==> src/rtl/polar_clip_pkg.sv <==
// polar_clip_pkg: default widths and saturation-bound helpers shared by the polar clip datapath
package polar_clip_pkg;
  localparam int A_W_DEF = 25;
  localparam int B_W_DEF = 9;
  localparam int DOUT_W_DEF = 25;
  localparam int SHIFT_DEF = 8;
  localparam int NUM_STAGE_DEF = 4;
  function automatic logic signed [63:0] sat_hi(input int w);
    return (64'sd1 <<< (w - 1)) - 64'sd1;
  endfunction
  function automatic logic signed [63:0] sat_lo(input int w);
    return -(64'sd1 <<< (w - 1));
  endfunction
endpackage

==> src/rtl/polar_clip_valid_pipe.sv <==
// polar_clip_valid_pipe: ce-advanced valid-tag delay line of DEPTH stages
module polar_clip_valid_pipe #(
  parameter int DEPTH = 3
) (
  input  logic clk,
  input  logic reset,
  input  logic ce,
  input  logic din,
  output logic dout
);
  logic [DEPTH-1:0] tags;
  always_ff @(posedge clk)
    if (reset) tags <= '0;
    else if (ce) tags <= {tags[DEPTH-2:0], din};
  assign dout = tags[DEPTH-1];
endmodule

==> src/rtl/polar_clip_mulsat_pipe.sv <==
// polar_clip_mulsat_pipe: pipelined signed x unsigned multiply, shift, saturate with sticky flag.
// Define POLAR_CLIP_MULSAT_ROUND_EN to round half toward +inf instead of flooring.
module polar_clip_mulsat_pipe
  import polar_clip_pkg::*;
#(
  parameter int A_W = A_W_DEF,
  parameter int B_W = B_W_DEF,
  parameter int DOUT_W = DOUT_W_DEF,
  parameter int SHIFT = SHIFT_DEF,
  parameter int NUM_STAGE = NUM_STAGE_DEF
) (
  input  logic                     clk,
  input  logic                     reset,
  input  logic                     ce,
  input  logic                     in_valid,
  input  logic signed [A_W-1:0]    din0,
  input  logic        [B_W-1:0]    din1,
  input  logic                     sat_clr,
  output logic                     out_valid,
  output logic signed [DOUT_W-1:0] dout,
  output logic                     sat_flag,
  output logic                     sat_sticky
);
  localparam int P_W = A_W + B_W + 1;
  localparam int ND = NUM_STAGE - 2;
`ifdef POLAR_CLIP_MULSAT_ROUND_EN
  localparam logic signed [P_W-1:0] RND = SHIFT > 0 ? P_W'(1) << (SHIFT > 0 ? SHIFT - 1 : 0) : '0;
`else
  localparam logic signed [P_W-1:0] RND = '0;
`endif
  logic signed [A_W-1:0] a_r;
  logic [B_W-1:0] b_r;
  logic signed [P_W-1:0] d [ND];
  logic signed [P_W-1:0] rnd_c, shifted;
  logic signed [63:0] sh64;
  logic hi_c, lo_c, load_v;
  always_ff @(posedge clk)
    if (ce) begin
      a_r <= din0;
      b_r <= din1;
      d[0] <= P_W'(a_r) * P_W'($signed({1'b0, b_r}));
      for (int i = 1; i < ND; i++) d[i] <= d[i-1];
    end
  always_comb begin
    rnd_c = d[ND-1] + RND;
    shifted = rnd_c >>> SHIFT;
    sh64 = 64'(shifted);
    hi_c = sh64 > sat_hi(DOUT_W);
    lo_c = sh64 < sat_lo(DOUT_W);
  end
  polar_clip_valid_pipe #(.DEPTH(NUM_STAGE - 1)) u_vpipe (
    .clk(clk), .reset(reset), .ce(ce), .din(in_valid), .dout(load_v)
  );
  // bubbles advance out_valid but leave the last result and its flag in place
  always_ff @(posedge clk)
    if (reset) begin
      out_valid <= 1'b0;
      dout <= '0;
      sat_flag <= 1'b0;
    end else if (ce) begin
      out_valid <= load_v;
      if (load_v) begin
        dout <= hi_c ? DOUT_W'(sat_hi(DOUT_W)) : lo_c ? DOUT_W'(sat_lo(DOUT_W)) : DOUT_W'(sh64);
        sat_flag <= hi_c | lo_c;
      end
    end
  always_ff @(posedge clk)
    if (reset) sat_sticky <= 1'b0;
    else if (ce && load_v && (hi_c || lo_c)) sat_sticky <= 1'b1;
    else if (sat_clr) sat_sticky <= 1'b0;
endmodule

==> config.mk <==
export PLATFORM = sky130hd
export DESIGN_NAME = polar_clip_mulsat_pipe
export DESIGN_NICKNAME = d
export VERILOG_FILES = /design/src/rtl/polar_clip_pkg.sv /design/src/rtl/polar_clip_valid_pipe.sv /design/src/rtl/polar_clip_mulsat_pipe.sv
export SDC_FILE = /design/constraint.sdc
export NUM_CORES = 1
export LEC_CHECK = 0
export CORE_MARGIN = 4
export CORE_UTILIZATION = 40
export DETAILED_ROUTE_END_ITERATION = 10
export HOLD_SLACK_MARGIN = 0.1
export PLACE_DENSITY = 0.57
export SYNTH_ARGS = -nofsm -noshare
export SYNTH_HDL_FRONTEND = slang
export SYNTH_SLANG_ARGS = --single-unit
==> constraint.sdc <==
create_clock -name clk -period 6.11 [get_ports clk]
set_input_delay 1.222 -clock clk [delete_from_list [all_inputs] [get_ports clk]]
set_output_delay 1.222 -clock clk [all_outputs]
set_load 0.01 [all_outputs]
==> impl_summary.log <==
[metrics] status: complete, no violations
[metrics] Setup Fix Bufs, Post-CTS: 0
[metrics] area growth from synthesis to final layout: 16.0%
[metrics] pre-CTS setup slack: 0.220 ns
[metrics] worst min-delay path class: reg -> reg
[metrics] ordered list of cells on the worst path: nand2_1 -> fa_1 -> inv_1 -> fa_1 -> fa_1 -> inv_1 -> fa_1 -> fa_1 -> inv_1 -> ha_1 -> nand4_1 -> nor3_1 -> a21oi_1 -> o21ai_0 -> a2111o_1 -> a31o_2 -> a21oi_2 -> xnor2_1
[metrics] number of nets in the finished design: 1473
[metrics] start-to-end type of the worst setup path: reg -> reg
[metrics] share of synthesized area spent on multiplexers: 0.264%
[metrics] global-route wire length before repair: 40300 um
[metrics] launch instance of the worst register-to-register path: b_r[1]$_DFFE_PP_
[metrics] share of synthesized registers carrying an async set or reset: 0%
[metrics] Simple-Gate Fraction of Synth Area: 13.0%
[metrics] fraction of post-synthesis cell area in the top cell type by area: 32.4%
[metrics] clock-pin slew reported for the worst setup and hold paths after clock tree synthesis: 0.06 ns
[metrics] Largest stage delay, worst path: 0.73 ns
[metrics] half-perimeter wire length after detailed placement: 18600 um
[metrics] number of distinct library cells after synthesis: 39
[metrics] vias per inst: 4.75
[metrics] Final Critical Period: 5.79 ns
[metrics] Arrival @ worst endpoint: 5.95 ns
[metrics] largest net degree at the start of global routing: 61
[metrics] cell taking the most area after synthesis: sky130_fd_sc_hd__fa_1
[metrics] Cells on Worst Hold Path: 0
[metrics] std cell rows: 61
[metrics] wire length per cell after detailed routing: 15.2 um
[metrics] cell repeated most along the worst path: sky130_fd_sc_hd__fa_1
[metrics] startpoint of the worst hold path: d[0][27]$_DFFE_PP_
[metrics] Max Clk Rate: 173 MHz
[metrics] Slew Limit Fails: 0
[metrics] critical path startpoint: b_r[1]$_DFFE_PP_
[metrics] post-synthesis net count: 1406
[metrics] number of cells on the worst reg-to-reg path: 18
[metrics] initial drt markers: 473
[metrics] synthesized-area fraction occupied by xor and xnor cells: 2.54%
[metrics] worst slew margin relative to its limit: 20.0%
[metrics] Core Box Area: 27900 um2
[metrics] top fanout value on the critical path: 12
[metrics] main combinational cell family by area after synthesis: adder cells
[metrics] later-pin clock latency in the skew report: 0.42 ns
[metrics] Die Span Y: 177 um
[metrics] Startpoint Class: flip-flop
[metrics] Core Util, Final: 47.3%
[metrics] sequential element share of the synthesized area: 28.7%
[metrics] RR Endpoint: d[0][34]$_DFFE_PP_
[metrics] Chip Width: 177 um
[metrics] post-route clock period utilization: 94.7%
[metrics] CTS root buffer: sky130_fd_sc_hd__clkbuf_16
[metrics] total inserted antenna cells: 0
[metrics] initial antenna violation count: 0
[metrics] syn avg cell area: 10.2 um2
[metrics] unrepaired setup endpoints after global routing: no
[metrics] number of buffers inserted by port buffering: 66
[metrics] Post-Synthesis Cell Area: 11400 um2
[metrics] total routed wirelength: 23900 um
[metrics] count of endpoints failing setup in the final report: 0
[metrics] post-cts hold buffer count: 0
[metrics] final number of hold-violating endpoints: 0
[metrics] ports placed on the boundary: 67
[metrics] PostCTS Resize Cnt: 0
[metrics] Layout Skew: 0.0121 ns
[metrics] min setup slack post-route: 0.324 ns
[metrics] fraction of layout instances using a drive strength above 1: 5.80%
[metrics] die area: 31200 um2
[metrics] commonest register cell after synthesis: sky130_fd_sc_hd__edfxtp_1
[metrics] library cell contributing the largest single delay on the critical path: sky130_fd_sc_hd__fa_1
[metrics] clock buffers created by TritonCTS: 17
[metrics] placer congestion estimate: 0.823
[metrics] top post-synthesis cells by area: sky130_fd_sc_hd__fa_1, sky130_fd_sc_hd__edfxtp_1, sky130_fd_sc_hd__ha_1
[metrics] number of max-capacitance violations reported: 0
[metrics] deepest clock path buffer count: 2
[metrics] H-tree levels: 4
[metrics] hold path endpoint: d[0][62]$_DFFE_PP_
[metrics] adder and majority gate portion of the synthesized area: 40.4%
[metrics] GR Overflow Total: 0
[metrics] number of synthesized flops with an enable pin: 88
[metrics] data required time at the worst endpoint: 6.27 ns
[metrics] ANT nets after route: 0
[metrics] worst hold slack: 0.412 ns
[metrics] via count of the first global-routing pass: 7622
[metrics] DRT Pass-1 Iters: 5
[metrics] total number of vias: 7453
[metrics] Post-Route Setup TNS: 0 ns
[metrics] Tightest Pin Transition: 1.20 ns
[metrics] endpoint type of the worst setup path: flip-flop
[metrics] initial core utilization: 40.7%
[metrics] global-route usage over all layers: 16.2%
[metrics] number of fillers in the final layout: 2625
[metrics] number of instances in the synthesized netlist: 1110
[metrics] setup slack on the worst flop-to-flop path: 0.32 ns
[metrics] fraction of the mapped netlist area in compound gates: 6.61%
[metrics] CTS tree: yes
[metrics] # clock sinks: 119
[metrics] register bit count reported by yosys: 119
[metrics] number of synthesis warnings: 0
[metrics] Post-route DRC: 0
stage by stage:
step	area, um2	cells
final	13200	1568
after global routing	13200	1568
after CTS	13100	1565
after detailed placement	12600	1533
after global placement	12600	1533
after floorplan	11400	1110
synth_stat cells, types with 4 or more instances:
cell type,n
sky130_fd_sc_hd__o21ai_0,38
sky130_fd_sc_hd__and2_1,102
sky130_fd_sc_hd__inv_1,209
sky130_fd_sc_hd__a21oi_1,59
sky130_fd_sc_hd__ha_1,73
sky130_fd_sc_hd__nand2_1,168
sky130_fd_sc_hd__clkbuf_1,45
sky130_fd_sc_hd__fa_1,184
sky130_fd_sc_hd__xnor2_1,23
sky130_fd_sc_hd__a21o_1,8
sky130_fd_sc_hd__edfxtp_1,88
sky130_fd_sc_hd__nor2_1,19
sky130_fd_sc_hd__dfxtp_1,31
sky130_fd_sc_hd__nand3_1,6
sky130_fd_sc_hd__nor4_1,4
sky130_fd_sc_hd__xor2_1,10
cells by family after synthesis:
kind of cell    count (synthesis)
compound gates                128
xor+xnor                       33
simple gates                  313
mux                             3
flops                         119
buf+inv                       257
fa+ha+maj                     257
worst max-delay path: cells and delay by family, from the launching register on:
kind / cells / cell delay [ns]
adders and majority gates: 6 / 3.15
AOI/OAI and AO/OA: 5 / 0.97
DFF: 1 / 0.63
and+or+nand+nor: 3 / 0.47
buffers and inverters: 3 / 0.24
xor gates and xnor gates: 1 / 0.07
per-layer routing:
| metal | track usage [%] | wire length (um) |
|---|---|---|
| met1 | 25.0 | 12200 |
| met2 | 24.4 | 10400 |
| met3 | 2.54 | 1100 |
| met4 | 3.16 | 200 |
| met5 | 0 | 0 |
cell type report:
type	count	area (um2)	area share [%]
Sequential cell	119	3260	24.7
Multi-Input combinational cell	734	7150	54.1
Inverter	209	785	5.94
Clock buffer	19	453	3.43
Clock inverter	13	134	1.01
Timing Repair Buffer	96	946	7.17
Tap cell	378	473	3.58
flip-flops by register name (all words and copies together), names as in the netlist:
name and cells:
a_r 25, b_r 9, d 54, dout 25
out_valid 1, sat_flag 1, sat_sticky 1, u_vpipe.tags 3
layout by cell type (no fill, tap or decap), types with 2 or more instances in the layout:
| master | synthesis | routed |
|---|---|---|
| sky130_fd_sc_hd__inv_4 | 0 | 2 |
| sky130_fd_sc_hd__clkdlybuf4s50_1 | 0 | 65 |
| sky130_fd_sc_hd__and2_1 | 102 | 102 |
| sky130_fd_sc_hd__a21o_1 | 8 | 8 |
| sky130_fd_sc_hd__a31o_2 | 2 | 2 |
| sky130_fd_sc_hd__edfxtp_1 | 88 | 88 |
| sky130_fd_sc_hd__inv_6 | 0 | 4 |
| sky130_fd_sc_hd__a31oi_1 | 2 | 2 |
| sky130_fd_sc_hd__mux2i_1 | 3 | 3 |
| sky130_fd_sc_hd__nor4_1 | 4 | 4 |
| sky130_fd_sc_hd__inv_1 | 209 | 209 |
| sky130_fd_sc_hd__o21ai_0 | 38 | 38 |
| sky130_fd_sc_hd__nor2_1 | 19 | 19 |
| sky130_fd_sc_hd__nor2b_1 | 3 | 3 |
| sky130_fd_sc_hd__nor3_1 | 2 | 2 |
| sky130_fd_sc_hd__ha_1 | 73 | 73 |
| sky130_fd_sc_hd__o21bai_1 | 2 | 2 |
| sky130_fd_sc_hd__inv_8 | 0 | 2 |
| sky130_fd_sc_hd__and3_1 | 3 | 3 |
| sky130_fd_sc_hd__fa_1 | 184 | 184 |
| sky130_fd_sc_hd__xnor2_1 | 23 | 23 |
| sky130_fd_sc_hd__nand2b_1 | 3 | 3 |
| sky130_fd_sc_hd__a211oi_2 | 2 | 2 |
| sky130_fd_sc_hd__nand4_1 | 3 | 3 |
| sky130_fd_sc_hd__nand3_1 | 6 | 6 |
| sky130_fd_sc_hd__a21oi_1 | 59 | 59 |
| sky130_fd_sc_hd__buf_4 | 0 | 26 |
| sky130_fd_sc_hd__nand2_1 | 168 | 168 |
| sky130_fd_sc_hd__clkbuf_8 | 0 | 2 |
| sky130_fd_sc_hd__o211ai_1 | 2 | 2 |
| sky130_fd_sc_hd__buf_12 | 0 | 5 |
| sky130_fd_sc_hd__clkinv_4 | 0 | 3 |
| sky130_fd_sc_hd__clkbuf_16 | 0 | 17 |
| sky130_fd_sc_hd__xor2_1 | 10 | 10 |
| sky130_fd_sc_hd__a211oi_1 | 2 | 2 |
| sky130_fd_sc_hd__dfxtp_1 | 31 | 31 |
| sky130_fd_sc_hd__a221o_1 | 2 | 2 |
how the worst max path moves through the flow:
stage                    endpoint  slack (ns)  cells after the start
6_report       d[0][34]$_DFFE_PP_        0.32                     18
5_1_grt        d[0][34]$_DFFE_PP_        0.02                     18
4_1_cts        d[0][34]$_DFFE_PP_        0.20                     20
3_5_place_dp   d[0][34]$_DFFE_PP_        0.22                     20
3_3_place_gp   d[0][34]$_DFFE_PP_        0.28                     20
2_1_floorplan  d[0][28]$_DFFE_PP_        0.39                     20
Power is left out: the tool's default activity adds up to more than one toggle a clock period on the data nets, which glitch-free logic cannot reach.
